`src/rtl/pyramid_pkg.sv`:
```
// Shared definitions for the gaussian pyramid / HOG path: FSM encoding,
// level tag width derivation and modulo-LEVELS pointer stepping.
package pyramid_pkg;

  typedef enum logic [0:0] {
    ST_IDLE  = 1'b0,
    ST_GRANT = 1'b1
  } state_t;

  function automatic int level_w(input int levels);
    return (levels > 1) ? $clog2(levels) : 1;
  endfunction

  // Explicit wrap so non-power-of-two level counts never rely on overflow.
  function automatic int unsigned next_ptr(input int unsigned ptr, input int unsigned levels);
    return (ptr >= levels - 1) ? 0 : ptr + 1;
  endfunction

endpackage

```
`src/rtl/rr_priority_picker.sv`:
```
// Round-robin picker: first set bit of req at or above ptr, wrapping at LEVELS.
// Pure combinational rotate / priority-encode / unrotate.
module rr_priority_picker
  import pyramid_pkg::*;
#(
  parameter int  LEVELS  = 15,
  localparam int LEVEL_W = level_w(LEVELS)
) (
  input  logic [LEVELS-1:0]  req,
  input  logic [LEVEL_W-1:0] ptr,
  output logic               found,
  output logic [LEVEL_W-1:0] idx
);

  localparam int SW = LEVEL_W + 1;

  logic [LEVELS-1:0]  rot;
  logic [LEVEL_W-1:0] off;
  logic [SW-1:0]      usum;

  // rot[gi] is the request gi positions above ptr, modulo LEVELS.
  for (genvar gi = 0; gi < LEVELS; gi++) begin : g_rot
    logic [SW-1:0]      sum;
    logic [LEVEL_W-1:0] src;
    assign sum     = {1'b0, ptr} + SW'(gi);
    assign src     = LEVEL_W'((sum >= SW'(LEVELS)) ? sum - SW'(LEVELS) : sum);
    assign rot[gi] = req[src];
  end

  always_comb begin
    found = 1'b0;
    off   = '0;
    for (int k = LEVELS - 1; k >= 0; k--) begin
      if (rot[k]) begin
        found = 1'b1;
        off   = LEVEL_W'(k);
      end
    end
  end

  always_comb begin
    usum = {1'b0, ptr} + {1'b0, off};
    idx  = LEVEL_W'((usum >= SW'(LEVELS)) ? usum - SW'(LEVELS) : usum);
  end

endmodule

```
`src/rtl/pyramid_output_arbiter.sv`:
```
// Merges the per-level pyramid pixel streams into one level-tagged stream,
// granting levels round-robin in bursts of up to BURST_LEN beats.
module pyramid_output_arbiter
  import pyramid_pkg::*;
#(
  parameter int  DATA_WIDTH = 8,
  parameter int  LEVELS     = 15,
  parameter int  BURST_LEN  = 8,
  localparam int LEVEL_W    = level_w(LEVELS)
) (
  input  logic                         clk,
  input  logic                         rst,
  input  logic                         en,
  input  logic [LEVELS-1:0]            in_valid,
  input  logic [DATA_WIDTH*LEVELS-1:0] in_pixels,
  output logic [LEVELS-1:0]            in_ready,
  output logic                         out_valid,
  input  logic                         out_ready,
  output logic [DATA_WIDTH-1:0]        out_pixel,
  output logic [LEVEL_W-1:0]           out_level,
  output logic                         busy
);

  localparam int              BC_W    = (BURST_LEN > 1) ? $clog2(BURST_LEN) : 1;
  localparam logic [BC_W-1:0] BC_LAST = BC_W'(BURST_LEN - 1);

  state_t                  state;
  logic [LEVEL_W-1:0]      rr_ptr;
  logic [LEVEL_W-1:0]      grant;
  logic [BC_W-1:0]         burst_cnt;

  logic                    pick_found;
  logic [LEVEL_W-1:0]      pick_idx;
  logic                    load;
  logic                    grant_valid;
  logic                    accept;
  logic [DATA_WIDTH-1:0]   grant_pixel;

  rr_priority_picker #(
    .LEVELS (LEVELS)
  ) u_picker (
    .req   (in_valid),
    .ptr   (rr_ptr),
    .found (pick_found),
    .idx   (pick_idx)
  );

  assign load        = !out_valid || out_ready;
  assign grant_valid = in_valid[grant];
  assign grant_pixel = in_pixels[grant*DATA_WIDTH +: DATA_WIDTH];
  assign accept      = (state == ST_GRANT) && grant_valid && load;
  assign busy        = (state == ST_GRANT) || out_valid;

  always_comb begin
    in_ready = '0;
    if (state == ST_GRANT) in_ready[grant] = load;
  end

  always_ff @(posedge clk or posedge rst) begin
    if (rst) begin
      state     <= ST_IDLE;
      rr_ptr    <= '0;
      grant     <= '0;
      burst_cnt <= '0;
      out_valid <= 1'b0;
      out_pixel <= '0;
      out_level <= '0;
    end else begin
      // Output register: a drain and a fresh accept in one cycle is back-to-back.
      if (accept) begin
        out_valid <= 1'b1;
        out_pixel <= grant_pixel;
        out_level <= grant;
      end else if (out_ready) begin
        out_valid <= 1'b0;
      end

      case (state)
        ST_IDLE: begin
          if (en && pick_found) begin
            grant     <= pick_idx;
            burst_cnt <= '0;
            state     <= ST_GRANT;
          end
        end
        ST_GRANT: begin
          // A dropped valid is a normal release: downsamplers skip pixels.
          if (!grant_valid || (accept && burst_cnt == BC_LAST)) begin
            rr_ptr <= LEVEL_W'(next_ptr(32'(grant), 32'(LEVELS)));
            state  <= ST_IDLE;
          end else if (accept) begin
            burst_cnt <= burst_cnt + BC_W'(1);
          end
        end
        default: state <= ST_IDLE;
      endcase
    end
  end

endmodule

```
`config.mk`:
```
export PLATFORM = sky130hd
export DESIGN_NAME = pyramid_output_arbiter
export DESIGN_NICKNAME = d
export VERILOG_FILES = /design/src/rtl/pyramid_pkg.sv /design/src/rtl/rr_priority_picker.sv /design/src/rtl/pyramid_output_arbiter.sv
export SDC_FILE = /design/constraint.sdc
export NUM_CORES = 1
export LEC_CHECK = 0
export BUFFER_PORTS_ARGS = -buffer_cell sky130_fd_sc_hd__buf_2
export CORE_ASPECT_RATIO = 1.2
export CORE_MARGIN = 2
export CORE_UTILIZATION = 58
export CTS_CLUSTER_DIAMETER = 100
export CTS_CLUSTER_SIZE = 10
export DETAILED_ROUTE_END_ITERATION = 6
export GPL_ROUTABILITY_DRIVEN = 0
export PLACE_DENSITY = 0.84
export SLEW_MARGIN = 20
export SYNTH_ARGS = -nofsm -noshare
export SYNTH_HDL_FRONTEND = slang
export SYNTH_SLANG_ARGS = --single-unit
export TNS_END_PERCENT = 100
```
`constraint.sdc`:
```
create_clock -name clk -period 6.6 [get_ports clk]
set_input_delay 0.99 -clock clk [delete_from_list [all_inputs] [get_ports clk]]
set_output_delay 0.99 -clock clk [all_outputs]
set_load 0.02 [all_outputs]
```
==> summary.md <==
| Metric | Value |
|---|---|
| Ys async rst share | `100%` |
| Failing checks | `DRC` |
| CTS resizes | `0` |
| Most frequent cells in the layout | `167 x buf_2, 98 x nand2_1, 75 x nor2_1` |
| Most area-hungry cell type in the Yosys netlist | `mux4_2` |
| Number of max-cap violations | `0` |
| CTS Buf Count | `3` |
| Crit-path slowest cell | `fa_1` |
| Synth cell types | `93` |
| Unrepaired setup endpoints after global routing | `no` |
| Largest net degree at the start of global routing | `70` |
| DR WL/cell | `23.2 µm` |
| N_diodes | `0` |
| DRC | `1` |
| Initial DRC Count | `1446` |
| Worst Hold Class | `flip-flop to flip-flop` |
| Port bufs | `167` |
| Status | `finished, violations left` |
| Number of synthesized flops with an enable pin | `0` |
| Crit. End Element | `flip-flop` |
| Post-detailed-route count of antenna-violating nets | `0` |
| Die area | `15400 µm²` |
| Max-slew violations | `0` |
| Vias in the first global route | `9235` |
| Cell mode on critical path | `a21oi_1` |
| Slew margin rel. | `34.4%` |
| H-Tree Depth | `1` |
| Post-synthesis sequential area ratio | `7.49%` |
| Net Count, Synth | `1240` |
| Total number of vias | `9903` |
| Flops & latches, synth | `25` |
| Antenna violations before repair | `0` |
| CTS tree | `yes` |
| Startpoint class of the critical path | `flip-flop` |
| Core Util, Final | `64.8%` |
| Syn_area_per_cell | `7.78 µm²` |
| Synthesized area | `8350 µm²` |
| Final period utilization | `93.2%` |
| Min Tclk post-route | `6.15 ns` |
| First-pass GRT wire length | `47400 µm` |
| Chip Width | `114 µm` |
| Ys flop type | `dfrtp_1` |
| Ys Warns | `0` |
| Ports | `168` |
| Worst-Margin Slew | `0.984 ns` |
| Sum Neg Setup Slack | `0 ns` |
| Fin nets | `1326` |
| Crit path required time | `6.72 ns` |
| Cell breakdown of the critical path | `clkinv_1 > ha_1 > a21boi_2 > xnor2_1 > a21oi_1 > buf_4 > a2111oi_0 > a2111oi_0 > a2111oi_0 > o311a_1 > nor2_1 > o311ai_0 > a21oi_1 > ha_1 > fa_1 > ha_1 > a21oi_1 > nor2_1 > a21oi_1 > mux2i_1 > mux2i_1` |
| Kind of critical path | `flip-flop to flip-flop` |
| Starting Density | `58.7%` |
| Clock Root Buffer | `clkbuf_16` |
| Fin. Hold Viols | `0` |
| Worst-path clk slew | `0.07 ns` |
| Placed Cells | `1330` |
| Skew final | `0.00162 ns` |
| Area contributors post-synth | `mux4_2 15%, mux2i_1 8.3%, dfrtp_1 7.5%` |
| Worst skew pair latency | `0.26 ns` |
| Layout cells sized above 1 | `26.7%` |
| Area Overhead vs Synth | `10.4%` |
| Die height | `135 µm` |
| Worst path max stage delay | `0.50 ns` |
| Mapped Cells | `1074` |
| Core area | `14200 µm²` |
| Commonest non-fill, non-tap cell in the layout | `buf_2` |
| CTS max path bufs | `2` |
| CP delay by family, top | `compound AO/OA/AOI/OAI gates` |
| Detailed Route WL | `31000 µm` |
| Number of clock sinks | `25` |
| Buf/Inv on CP | `2` |
| Total grt overflow | `0` |
| Row Count | `48` |
| Post-DR vias/cell | `7.42` |
| Worst path arrival time | `6.28 ns` |
| Setup violators final | `0` |
| Yosys top cell area share | `15.1%` |
| HPWL after DPL | `21800 µm` |
| Worst-path fanout max | `14` |
| Total GRT Usage | `38.2%` |
| Hold Buf Count CTS | `0` |
| Setup bufs post-CTS | `0` |
| Fmax | `0.163 GHz` |
| Drt pass-1 iters | `7` |
| Post-Layout Cell Count | `1334` |
-- worst register-to-register path, stage by stage (launching register included) --
cell and delay [ns]:
dfrtp_2 0.36, clkinv_1 0.45, ha_1 0.47, a21boi_2 0.22
xnor2_1 0.47, a21oi_1 0.13, buf_4 0.21, a2111oi_0 0.37
a2111oi_0 0.16, a2111oi_0 0.44, o311a_1 0.35, nor2_1 0.08
o311ai_0 0.37, a21oi_1 0.14, ha_1 0.23, fa_1 0.50
ha_1 0.26, a21oi_1 0.13, nor2_1 0.07, a21oi_1 0.28
mux2i_1 0.24, mux2i_1 0.10
-- cell usage after synthesis (6+ instances only) --
| library cell | count |
|---|---|
| mux2_2 | 25 |
| a21o_1 | 13 |
| o31ai_1 | 7 |
| nor2b_1 | 25 |
| nand3_1 | 24 |
| mux4_2 | 56 |
| nor2_1 | 75 |
| o211ai_1 | 18 |
| a211oi_1 | 16 |
| xnor2_1 | 27 |
| or3_1 | 12 |
| a211o_1 | 10 |
| inv_1 | 30 |
| a221oi_1 | 10 |
| a2111oi_0 | 8 |
| o22ai_1 | 16 |
| mux2i_1 | 69 |
| o32ai_1 | 8 |
| a31oi_1 | 21 |
| a21oi_1 | 65 |
| clkbuf_1 | 73 |
| or2_2 | 6 |
| and3_1 | 6 |
| nand3b_1 | 6 |
| o21a_1 | 8 |
| o21ai_0 | 69 |
| ha_1 | 26 |
| a22oi_1 | 9 |
| nand2b_1 | 12 |
| buf_1 | 13 |
| and2_1 | 14 |
| nand2_1 | 98 |
| nor3_1 | 24 |
| dfrtp_1 | 25 |
| buf_2 | 22 |
-- sequential cells by signal, summed over array words and instances, names as in the netlist --
| register | cells |
|---|---|
| out_pixel | 8 |
| out_level | 4 |
| rr_ptr | 4 |
| out_valid | 1 |
| burst_cnt | 3 |
| state | 1 |
| grant | 4 |
-- worst paths after layout --
kind | from | endpoint | slack (ns) | depth (start not counted)
worst max-delay path | rr_ptr[2] | grant[1] | 0.45 | 21
min in group asynchronous | rst | burst_cnt[2] | 0.94 | 2
worst min register to register | out_level[1] | out_level[1] | 0.49 | 2
max in group asynchronous | rst | rr_ptr[0] | 4.95 | 2
worst min-delay path | out_level[1] | out_level[1] | 0.49 | 2
worst max register to register | rr_ptr[2] | grant[1] | 0.45 | 21
-- per-stage QoR --
stage               cell area, µm²  setup WS [ns]  hold slack (ns)
floorplan                     8350          0.791            0.486
global placement              9140          0.850            0.457
detailed placement            9140          0.735            0.475
CTS                           9220          0.643            0.494
global route                  9220          0.244            0.516
finish                        9220          0.447            0.494
-- logic make-up after synthesis --
kind of cell	after synthesis	share of synthesized area, %
flops	25	7.49
mux	154	27.9
fa+ha+maj	27	4.14
buf+inv	145	7.16
compound gates	359	30.2
simple gates	332	19.6
xor+xnor	32	3.61
-- final cells by class --
class | count | area (µm²)
Clock buffer | 3 | 75.1
Fill cell | 1224 | 5010
Sequential cell | 25 | 633
Clock inverter | 1 | 7.51
Multi-Input combinational cell | 904 | 7130
Tap cell | 175 | 219
Inverter | 32 | 120
Timing Repair Buffer | 194 | 1040
-- layer usage --
metal  up-vias  track usage [%]  share of wire (%)
met5         -                0                  0
met4         0             23.3                6.9
met3       223             7.47                 14
met2       855             57.8                 43
met1      4529             50.3                 36
li1       4296                -                  -
Power is not shown: default switching activity piles up to over one toggle a cycle in this logic, so the estimate is an artifact.
